===== src/rtl/chip_intf_pkg.sv =====
// Shared definitions for the chip interface credit arbiter: channel tags, header
// length field bounds, FSM state type and channel count.
package chip_intf_pkg;

  localparam int unsigned NUM_CH     = 3;
  localparam int unsigned FLIT_W     = 32;
  localparam int unsigned LEN_W      = 8;
  localparam int unsigned STAT_W     = 32;
  localparam int unsigned HDR_LEN_HI = 29;
  localparam int unsigned HDR_LEN_LO = 22;

  typedef logic [1:0] ch_tag_t;

  localparam ch_tag_t CH_IDLE = 2'b00;
  localparam ch_tag_t CH_NOC1 = 2'b01;
  localparam ch_tag_t CH_NOC2 = 2'b10;
  localparam ch_tag_t CH_NOC3 = 2'b11;

  typedef enum logic {
    ST_IDLE = 1'b0,
    ST_SEND = 1'b1
  } arb_state_t;

  // Channel index 0..2 maps to tag NOC1..NOC3.
  function automatic ch_tag_t idx_to_tag(input logic [1:0] idx);
    return ch_tag_t'(idx + 2'd1);
  endfunction

endpackage


===== src/rtl/chip_intf_credit_cnt.sv =====
// Per-channel credit counter: starts full, decrements per flit sent, increments per
// credit returned, saturates at CREDITS and flags an overflow stickily.
module chip_intf_credit_cnt #(
  parameter int unsigned CREDITS = 8,
  parameter int unsigned CNT_W   = 8
) (
  input  logic             clk,
  input  logic             rst,
  input  logic             i_dec,
  input  logic             i_inc,
  output logic [CNT_W-1:0] o_cnt,
  output logic             o_err
);

  localparam logic [CNT_W-1:0] MAX_CNT = CNT_W'(CREDITS);

  logic [CNT_W-1:0] r_cnt;
  logic             r_err;

  // A send and a return in the same cycle cancel out.
  always_ff @(posedge clk) begin
    if (rst) begin
      r_cnt <= MAX_CNT;
      r_err <= 1'b0;
    end else if (i_inc && !i_dec) begin
      if (r_cnt == MAX_CNT) begin
        r_err <= 1'b1;
      end else begin
        r_cnt <= r_cnt + CNT_W'(1);
      end
    end else if (i_dec && !i_inc && (r_cnt != '0)) begin
      r_cnt <= r_cnt - CNT_W'(1);
    end
  end

  assign o_cnt = r_cnt;
  assign o_err = r_err;

endmodule


===== src/rtl/chip_intf_credit_arb.sv =====
// Three-channel packet-atomic round-robin arbiter onto one credited off-chip flit port.
// Define CHIP_INTF_ARB_STATS_EN to add the saturating stall_cnt statistics port.
module chip_intf_credit_arb
  import chip_intf_pkg::*;
#(
  parameter int unsigned CREDITS = 8,
  parameter int unsigned CNT_W   = 8
) (
  input  logic                     clk,
  input  logic                     rst,
  input  logic [NUM_CH-1:0]        noc_valid,
  input  logic [NUM_CH*FLIT_W-1:0] noc_data,
  output logic [NUM_CH-1:0]        noc_ready,
  output logic [FLIT_W-1:0]        intf_data,
  output logic [1:0]               intf_channel,
  input  logic [NUM_CH-1:0]        intf_credit_back,
  output logic                     credit_err
`ifdef CHIP_INTF_ARB_STATS_EN
  ,
  output logic [STAT_W-1:0]        stall_cnt
`endif
);

  logic [NUM_CH-1:0][CNT_W-1:0] w_cnt;
  logic [NUM_CH-1:0]            w_cnt_err;
  logic [NUM_CH-1:0]            w_elig;
  logic [NUM_CH-1:0]            w_ready;
  logic [FLIT_W-1:0]            w_flit [NUM_CH];
  logic [1:0]                   w_idx;
  logic [1:0]                   w_pick;
  logic                         w_pick_vld;
  logic                         w_acc;
  logic [1:0]                   w_ch;
  logic [FLIT_W-1:0]            w_acc_flit;
  logic [LEN_W-1:0]             w_hdr_len;

  arb_state_t                   r_state;
  logic [1:0]                   r_ptr;
  logic [1:0]                   r_grant;
  logic [LEN_W-1:0]             r_remain;
  logic [FLIT_W-1:0]            r_data;
  ch_tag_t                      r_channel;

  for (genvar gi = 0; gi < NUM_CH; gi++) begin : g_ch
    assign w_flit[gi]   = noc_data[gi*FLIT_W +: FLIT_W];
    assign w_elig[gi]   = noc_valid[gi] && (w_cnt[gi] != '0);

    chip_intf_credit_cnt #(
      .CREDITS (CREDITS),
      .CNT_W   (CNT_W)
    ) u_credit_cnt (
      .clk   (clk),
      .rst   (rst),
      .i_dec (w_ready[gi]),
      .i_inc (intf_credit_back[gi]),
      .o_cnt (w_cnt[gi]),
      .o_err (w_cnt_err[gi])
    );
  end

  // Round-robin search starting at the channel after the last granted one.
  always_comb begin
    w_pick_vld = 1'b0;
    w_pick     = '0;
    w_idx      = '0;
    for (int unsigned k = 1; k <= NUM_CH; k++) begin
      w_idx = 2'((32'(r_ptr) + k) % NUM_CH);
      if (!w_pick_vld && w_elig[w_idx]) begin
        w_pick_vld = 1'b1;
        w_pick     = w_idx;
      end
    end
  end

  // Mid-packet only the owning channel may proceed; others wait for packet end.
  always_comb begin
    w_ready = '0;
    if (!rst) begin
      if (r_state == ST_IDLE) begin
        if (w_pick_vld) w_ready[w_pick] = 1'b1;
      end else if (w_elig[r_grant]) begin
        w_ready[r_grant] = 1'b1;
      end
    end
  end

  assign w_acc      = |w_ready;
  assign w_ch       = (r_state == ST_IDLE) ? w_pick : r_grant;
  assign w_acc_flit = w_flit[w_ch];
  assign w_hdr_len  = w_acc_flit[HDR_LEN_HI:HDR_LEN_LO];

  always_ff @(posedge clk) begin
    if (rst) begin
      r_state   <= ST_IDLE;
      r_ptr     <= 2'(NUM_CH - 1);
      r_grant   <= '0;
      r_remain  <= '0;
      r_data    <= '0;
      r_channel <= CH_IDLE;
    end else begin
      r_channel <= CH_IDLE;
      if (w_acc) begin
        r_data    <= w_acc_flit;
        r_channel <= idx_to_tag(w_ch);
      end
      case (r_state)
        ST_IDLE: begin
          if (w_acc) begin
            r_ptr <= w_pick;
            if (w_hdr_len != '0) begin
              r_state  <= ST_SEND;
              r_grant  <= w_pick;
              r_remain <= w_hdr_len;
            end
          end
        end
        ST_SEND: begin
          if (w_acc) begin
            r_remain <= r_remain - LEN_W'(1);
            if (r_remain == LEN_W'(1)) r_state <= ST_IDLE;
          end
        end
        default: r_state <= ST_IDLE;
      endcase
    end
  end

  assign noc_ready    = w_ready;
  assign intf_data    = r_data;
  assign intf_channel = r_channel;
  assign credit_err   = |w_cnt_err;

`ifdef CHIP_INTF_ARB_STATS_EN
  logic [STAT_W-1:0] r_stall_cnt;

  // Cycles with pending traffic but nothing sent; saturates at all-ones.
  always_ff @(posedge clk) begin
    if (rst) begin
      r_stall_cnt <= '0;
    end else if ((|noc_valid) && !w_acc && (r_stall_cnt != '1)) begin
      r_stall_cnt <= r_stall_cnt + STAT_W'(1);
    end
  end

  assign stall_cnt = r_stall_cnt;
`endif

endmodule


===== config.mk =====
export PLATFORM = sky130hd
export DESIGN_NAME = chip_intf_credit_arb
export DESIGN_NICKNAME = d
export VERILOG_FILES = /design/src/rtl/chip_intf_pkg.sv /design/src/rtl/chip_intf_credit_cnt.sv /design/src/rtl/chip_intf_credit_arb.sv
export SDC_FILE = /design/constraint.sdc
export NUM_CORES = 1
export LEC_CHECK = 0
export BUFFER_PORTS_ARGS = -buffer_cell sky130_fd_sc_hd__buf_2
export CAP_MARGIN = 40
export CORE_MARGIN = 2
export CORE_UTILIZATION = 29
export CTS_CLUSTER_DIAMETER = 150
export DETAILED_ROUTE_END_ITERATION = 8
export GPL_TIMING_DRIVEN = 0
export PLACE_DENSITY = 0.63
export SYNTH_ARGS = -nofsm -noshare
export SYNTH_HDL_FRONTEND = slang
export SYNTH_SLANG_ARGS = --single-unit
export TNS_END_PERCENT = 30

===== constraint.sdc =====
create_clock -name clk -period 3.83 [get_ports clk]
set_input_delay 0.383 -clock clk [delete_from_list [all_inputs] [get_ports clk]]
set_output_delay 0.383 -clock clk [all_outputs]
set_load 0.03 [all_outputs]

After elaboration in Yosys (flattened, before gate mapping)
Index checks and enable logic that the tools add are counted.
W data, S select, Z words.
- add/subtract/negate cells: 11
- multipliers: 0
- div/mod/pow operators: 3
- $lt $le $gt $ge: 8
- eq/ne operators: 10
- shift operators: 0
- multiplexer cells: 44
- bitwise operators: 3
- reduce and logical (&&, ||, !) cells: 43
- operator list (operator ; number):
    $mod A32 B2 Y32 const B ; 3
    $mux W8 ; 12
    $bmux W32 S2 ; 1
    $mux W32 ; 2
    $reduce_bool A8 Y1 ; 4
    $sub A8 B1 Y8 const B ; 4
    $add A8 B1 Y8 const B ; 3
    $eq A8 B4 Y1 const B ; 3
    $logic_and A1 B1 Y1 ; 16
    $pmux W8 S2 ; 1
    $lt A2 B3 Y1 const B ; 5
    $reduce_and A2 Y1 ; 7
    $mux W1 ; 13
    $mux W3 ; 4
    $ne A2 B2 Y1 const B ; 5
    $bmux W1 S2 ; 4
    $eq A8 B1 Y1 const B ; 1
    $logic_not A1 Y1 ; 8
    $mux W2 ; 4
    $add A2 B2 Y3 const B ; 2
    $reduce_and A3 Y1 ; 2
    $reduce_bool A2 Y1 ; 3
    $reduce_or A3 Y1 ; 2
    $demux W1 S2 ; 2
    other kinds (9) ; 11
- register bits after elaboration: 74
- latch bits: 0
- bits in writable memories: 0
- bits in read-only memories: 0
- bits of input ports: 104
- output and inout port bits: 38
- memories kept: 0

Logic depth before layout (Yosys ltp)
- depth after elaboration: 22
- depth in mapped cells: 18
- depth with buffers taken out: 16

Hierarchy
A second synthesis with hierarchy kept.
- cell total of the unflattened synthesis: 631
- area total of the unflattened synthesis: 5057.4 um^2
- modules (own cells, without submodules) (module ; times used ; cells an instance ; area an instance (um^2)):
    chip_intf_credit_arb ; 1 ; 406 ; 2966.6
    chip_intf_credit_cnt ; 3 ; 75 ; 696.9

Worst setup path before layout
OpenSTA, ideal clock, no wires.
- kind: flip-flop to flip-flop
- from: register r_ptr[0]
- to: register g_ch[2].u_credit_cnt.r_cnt[7]
- data arrival time: 4022 ps
- slack: -308 ps
- stages on the path, launching flop included: 18
- buffers on the path: 1
- clock period less this slack: 4138 ps
- cells stage by stage: dfxtp_1 inv_1 ha_1 and3_4 or3_1 buf_2 o41ai_4 o311a_1 nand2b_1 ha_1 a21o_1 a21oi_1 o21bai_1 a21oi_1 o21ai_0 xor2_1 a21oi_1 a31o_2
- word-level cells in the longest chain between the ends: 22
- elaborated cells on any way between the ends: 38
- those cells by class: add/sub: 3; div: 3; order compare: 2; eq/ne: 1; mux: 18; reduce/logical: 11
- RTL lines (element ; line ; source):
    start: declaration ; chip_intf_credit_arb.sv:38 ; logic [1:0] r_ptr;
    start signal: assignment ; chip_intf_credit_arb.sv:95 ; r_ptr <= 2'(NUM_CH - 1);
    start signal: assignment ; chip_intf_credit_arb.sv:109 ; r_ptr <= w_pick;
    $add A2 B1 Y3 ; chip_intf_credit_arb.sv:67 ; w_idx = 2'((32'(r_ptr) + k) % NUM_CH);
    $mod A32 B2 Y32 ; chip_intf_credit_arb.sv:67 ;
    $bmux W1 S2 ; chip_intf_credit_arb.sv:68 ; if (!w_pick_vld && w_elig[w_idx]) begin
    $mux W1 (implied by the code) ; chip_intf_credit_arb.sv:68 ;
    $mux W1 ; chip_intf_credit_arb.sv:68 ;
    $logic_not A1 Y1 ; chip_intf_credit_arb.sv:68 ;
    $logic_and A1 B1 Y1 ; chip_intf_credit_arb.sv:68 ;
    $mux W1 ; chip_intf_credit_arb.sv:68 ;
    [... 7 more ...] ; - ;
    $mux W3 (*) ; chip_intf_credit_arb.sv:80 ; if (w_pick_vld) w_ready[w_pick] = 1'b1;
    $mux W3 (*) ; chip_intf_credit_arb.sv:79 ; if (r_state == ST_IDLE) begin
    $mux W3 (*) ; chip_intf_credit_arb.sv:78 ; if (!rst) begin
    named net g_ch[2].u_credit_cnt.i_dec ; chip_intf_credit_cnt.sv:9 ; input logic i_dec,
    $logic_not A1 Y1 or $logic_and A1 B1 Y1 (tied branches) ; chip_intf_credit_cnt.sv:25, chip_intf_credit_cnt.sv:31 ;
    $logic_and A1 B1 Y1, on equally long branches ; chip_intf_credit_cnt.sv:25, chip_intf_credit_cnt.sv:31 ;
    $ne A2 B2 Y1 (no line) or $reduce_bool A2 Y1 (tied branches) ; - ;
    $reduce_and A2 Y1 (no line) ; - ;
    end signal: assignment ; chip_intf_credit_cnt.sv:29 ; r_cnt <= r_cnt + CNT_W'(1);
    end signal: assignment ; chip_intf_credit_cnt.sv:32 ; r_cnt <= r_cnt - CNT_W'(1);
    end: declaration ; chip_intf_credit_cnt.sv:17 ; logic [CNT_W-1:0] r_cnt;
Mark *: on every way through the listed nets, which the timed path passes. The rest lies on a longest branch. The select of a mux whose other input is x is not followed.
A chain may end at the register's enable or synchronous reset.

Worst setup path in the final report
- from: register r_ptr[1]
- to: register g_ch[0].u_credit_cnt.r_cnt[7]
- word-level cells in the longest chain between the ends: 22
- elaborated cells on any way between the ends: 38
- those cells by class: add/sub: 3; div: 3; order compare: 2; eq/ne: 1; mux: 18; reduce/logical: 11
- RTL lines (element ; line):
    $add A2 B1 Y3 ; chip_intf_credit_arb.sv:67
    $mod A32 B2 Y32 ; chip_intf_credit_arb.sv:67
    $bmux W1 S2 ; chip_intf_credit_arb.sv:68
    $mux W1 (implied by the code) ; chip_intf_credit_arb.sv:68
    $mux W1 ; chip_intf_credit_arb.sv:68
    $logic_not A1 Y1 ; chip_intf_credit_arb.sv:68
    $logic_and A1 B1 Y1 ; chip_intf_credit_arb.sv:68
    $mux W1 ; chip_intf_credit_arb.sv:68
    [... 7 more ...] ; -
    $mux W3 (*) ; chip_intf_credit_arb.sv:80
    $mux W3 (*) ; chip_intf_credit_arb.sv:79
    $mux W3 (*) ; chip_intf_credit_arb.sv:78
    named net g_ch[0].u_credit_cnt.i_dec ; chip_intf_credit_cnt.sv:9
    $logic_not A1 Y1 or $logic_and A1 B1 Y1 (tied branches) ; chip_intf_credit_cnt.sv:25, chip_intf_credit_cnt.sv:31
    $logic_and A1 B1 Y1, on equally long branches ; chip_intf_credit_cnt.sv:25, chip_intf_credit_cnt.sv:31
    $ne A2 B2 Y1 (no line) or $reduce_bool A2 Y1 (tied branches) ; -
    $reduce_and A2 Y1 (no line) ; -
    end signal: assignment ; chip_intf_credit_cnt.sv:29
    end signal: assignment ; chip_intf_credit_cnt.sv:32
    end: declaration ; chip_intf_credit_cnt.sv:17
Marks and branches as above.

==> flow_metrics.tcl <==
set metrics [dict create \
    min_from "noc_data[81]" \
    ys.flop_type "dfxtp_1" \
    critical_path.max_stage_delay_ns 0.35 \
    yosysSeqAreaShare 0.3113 \
    synth_area_leaders "dfxtp_1, mux2_2, ha_1" \
    drcViolationCount 0 \
    fin_skew_ns 0.01332 \
    netlist_area_um2 4760 \
    first_global_vias 4542 \
    final_nets 842 \
    period_share 0.9521 \
    mostFrequentLayoutCell "buf_2" \
    via_per_inst 5.124 \
    finalHoldViolCount 0 \
    cts_htree_levels 3 \
    max_slew_margin 0.5663 \
    path_common_cell "a21oi_2" \
    syn_inst 547 \
    clkPwrFrac 0.138 \
    syn_area_per_cell_um2 8.701 \
    stdcell_area_um2 6281 \
    dr_total_vias 4786 \
    hold_path.class "input pin to register" \
    cts_sinks 74 \
    drtAntennaViolNets 0 \
    crit_path_start "r_ptr[1]" \
    async_reset_ff_frac 0 \
    synth_top_area_frac 0.3113 \
    antenna_cells 0 \
    portBuffers 140 \
    synth-seq-cells 74 \
    rsz0062_at_grt "true" \
    coreArea_um2 15940 \
    cap_violations 0 \
    crit_slowest_cell "dfxtp_2" \
    hpwlAfterDp_mm 11.03 \
    p_switching_uw 2984 \
    fp-row-count 46 \
    yosys.area.top_type "dfxtp_1" \
    clockBufferDepth 2 \
    drive_gt1_frac 0.3621 \
    cp-start-kind "register" \
    whs_ns 0.3379 \
    crit_chain "inv_1 > ha_1 > buf_6 > and3_4 > or3_1 > buf_4 > o41a_1 > o31a_1 > nand2b_4 > ha_1 > a21o_1 > a21oi_2 > o21bai_1 > a21oi_2 > o21ai_2 > xnor2_1 > or3_1 > a21oi_2" \
    first_pass_iters 4 \
    cts-buffers-inserted 9 \
    die_w_um 132.1 \
    clk_pin_slew_ns 0.06 \
    dpl_cell_area_um2 5749 \
    mostFrequentLayoutCells "buf_2, dfxtp_1, nor2_1" \
    syn-num-nets 676 \
    grt_max_degree 14 \
    grt_use_total 0.1648 \
    antenna_found_initial 0 \
    cellInternalPower_uw 3232 \
    multi_input_area_um2 3194 \
    seq_power_share 0.222 \
    required_ns 4.11 \
    rr_startpoint "r_ptr[1]" \
    dieHeight_um 132.1 \
    arrival_ns 3.92 \
    wire_per_inst_um 15.61 \
    status "finished clean" \
    synth-edff-count 0 \
    path_max_fanout 9 \
    critPathCaptureType "register" \
    power-per-cell-area_nw_per_um2 989.7 \
    insertion_delay_ns 0.35 \
    path_class "register to register" \
    synth_cell_type_count 73 \
    cts_tree "yes" \
    critical_path_buf_inv_count 3 \
    fin_crit_ns 3.646 \
    ctsHoldBuffers 0 \
    initial_core_util 0.2985 \
    pwr-share-comb 0.640 \
    worst_pin_slew_ns 0.6446 \
    wirelength_mm 14.58 \
    grt_pass1_wl_mm 23.17 \
    fillers 1656 \
    finalSetupViolCount 0 \
    place_congestion 0.8856 \
    setup-tns-final_ns 0 \
    yosysWarningCount 0 \
    drv_slew 0 \
    ir_drop_uv 317.4 \
    grt_overflow_total 0 \
    drtIter0Drc 180 \
    areaGrowthSynthToFinish_pct 31.97 \
    netSwitchingFraction 0.4801 \
    root_buffer "clkbuf_16" \
    path_delay_family "compound AO/OA/AOI/OAI gates" \
    die-area_um2 17450 \
    max_freq_mhz 274.2 \
    ios 142 \
    ff_latch_area_um2 1484 \
    power.leakage_uw 0.002724 \
]
state kept, by name (all words and copies together) (netlist names):
register and cells:
g_ch.u_credit_cnt.o_cnt 24, r_state 1, r_remain 8, g_ch.u_credit_cnt.o_err 3, intf_channel 2, r_ptr 2
r_grant 2, intf_data 32
layout make-up:
cell class | instances | share of cell area
plain buffers | 37 | 0.02749
clock buffers | 9 | 0.03586
clock inverters | 7 | 0.01096
inverters | 14 | 0.008367
multi-input cells | 422 | 0.5086
flip-flops and latches | 74 | 0.2363
well taps | 216 | 0.04303
repair buffers | 155 | 0.1295
worst reg2reg max path: cells and delay by family, from the launching register on:
kind / cells / cell delay, ns
DFF: 1 / 0.35
AOI/OAI and AO/OA: 8 / 1.34
buffers and inverters: 3 / 0.37
adders and majority gates: 2 / 0.45
xor gates and xnor gates: 1 / 0.13
and+or+nand+nor: 4 / 0.97
path summary, 6_finish.rpt:
check                             endpoint  slack, ns  cells past startpoint
max          g_ch[0].u_credit_cnt.o_cnt[7]       0.18                     18
min reg2reg                  intf_data[27]       0.45                      2
max reg2reg  g_ch[0].u_credit_cnt.o_cnt[7]       0.18                     18
min                          intf_data[17]       0.34                      3
power groups by stage:
stage | Clock (µW) | Combinational, µW | Sequential [µW]
after floorplan | 0 | 2550 | 1690
after global placement | 0 | 3720 | 1380
after detailed placement | 0 | 3750 | 1390
after CTS | 877 | 3860 | 1380
after global routing | 906 | 4380 | 1430
final | 855 | 3980 | 1380
cells in the mapped netlist, types with 8 or more instances:
cell type	number
a211oi_1	9
a21o_1	8
a21oi_1	32
a221oi_1	26
buf_2	9
clkbuf_1	23
dfxtp_1	74
ha_1	22
inv_1	12
mux2_2	27
mux2i_1	17
nand2_1	40
nor2_1	69
nor3_1	35
o21ai_0	16
xnor2_1	17
repair_timing:
action / in CTS / in global routing
setup buffers: 5 / 10
resized for setup: 12 / 19
pin swaps: 2 / 9
setup endpoints to repair: 6 / 5
per-layer routing:
metal	global-route usage	wire (µm)
met4	0.07246	321
met2	0.2755	6897
met5	0	0
met3	0.03422	782
met1	0.2047	6574
per-stage QoR:
step	std cells	power (µW)	utilization	worst slack (ns)
after global routing	934	6716	0.3940	-0.03072
after global placement	903	5103	0.3606	-0.5662
final	934	6216	0.3940	0.1836
after CTS	924	6110	0.3849	0.009887
after detailed placement	903	5130	0.3606	-0.5728
after floorplan	547	4238	-	-0.005217
cell families after synthesis:
logic type / synth area share
flops: 0.3113
buf+inv: 0.04679
fa+ha+maj: 0.07045
mux: 0.1073
simple gates: 0.1851
xor+xnor: 0.03864
compound gates: 0.2405
Note: power is estimated with default switching activity, not from simulation.
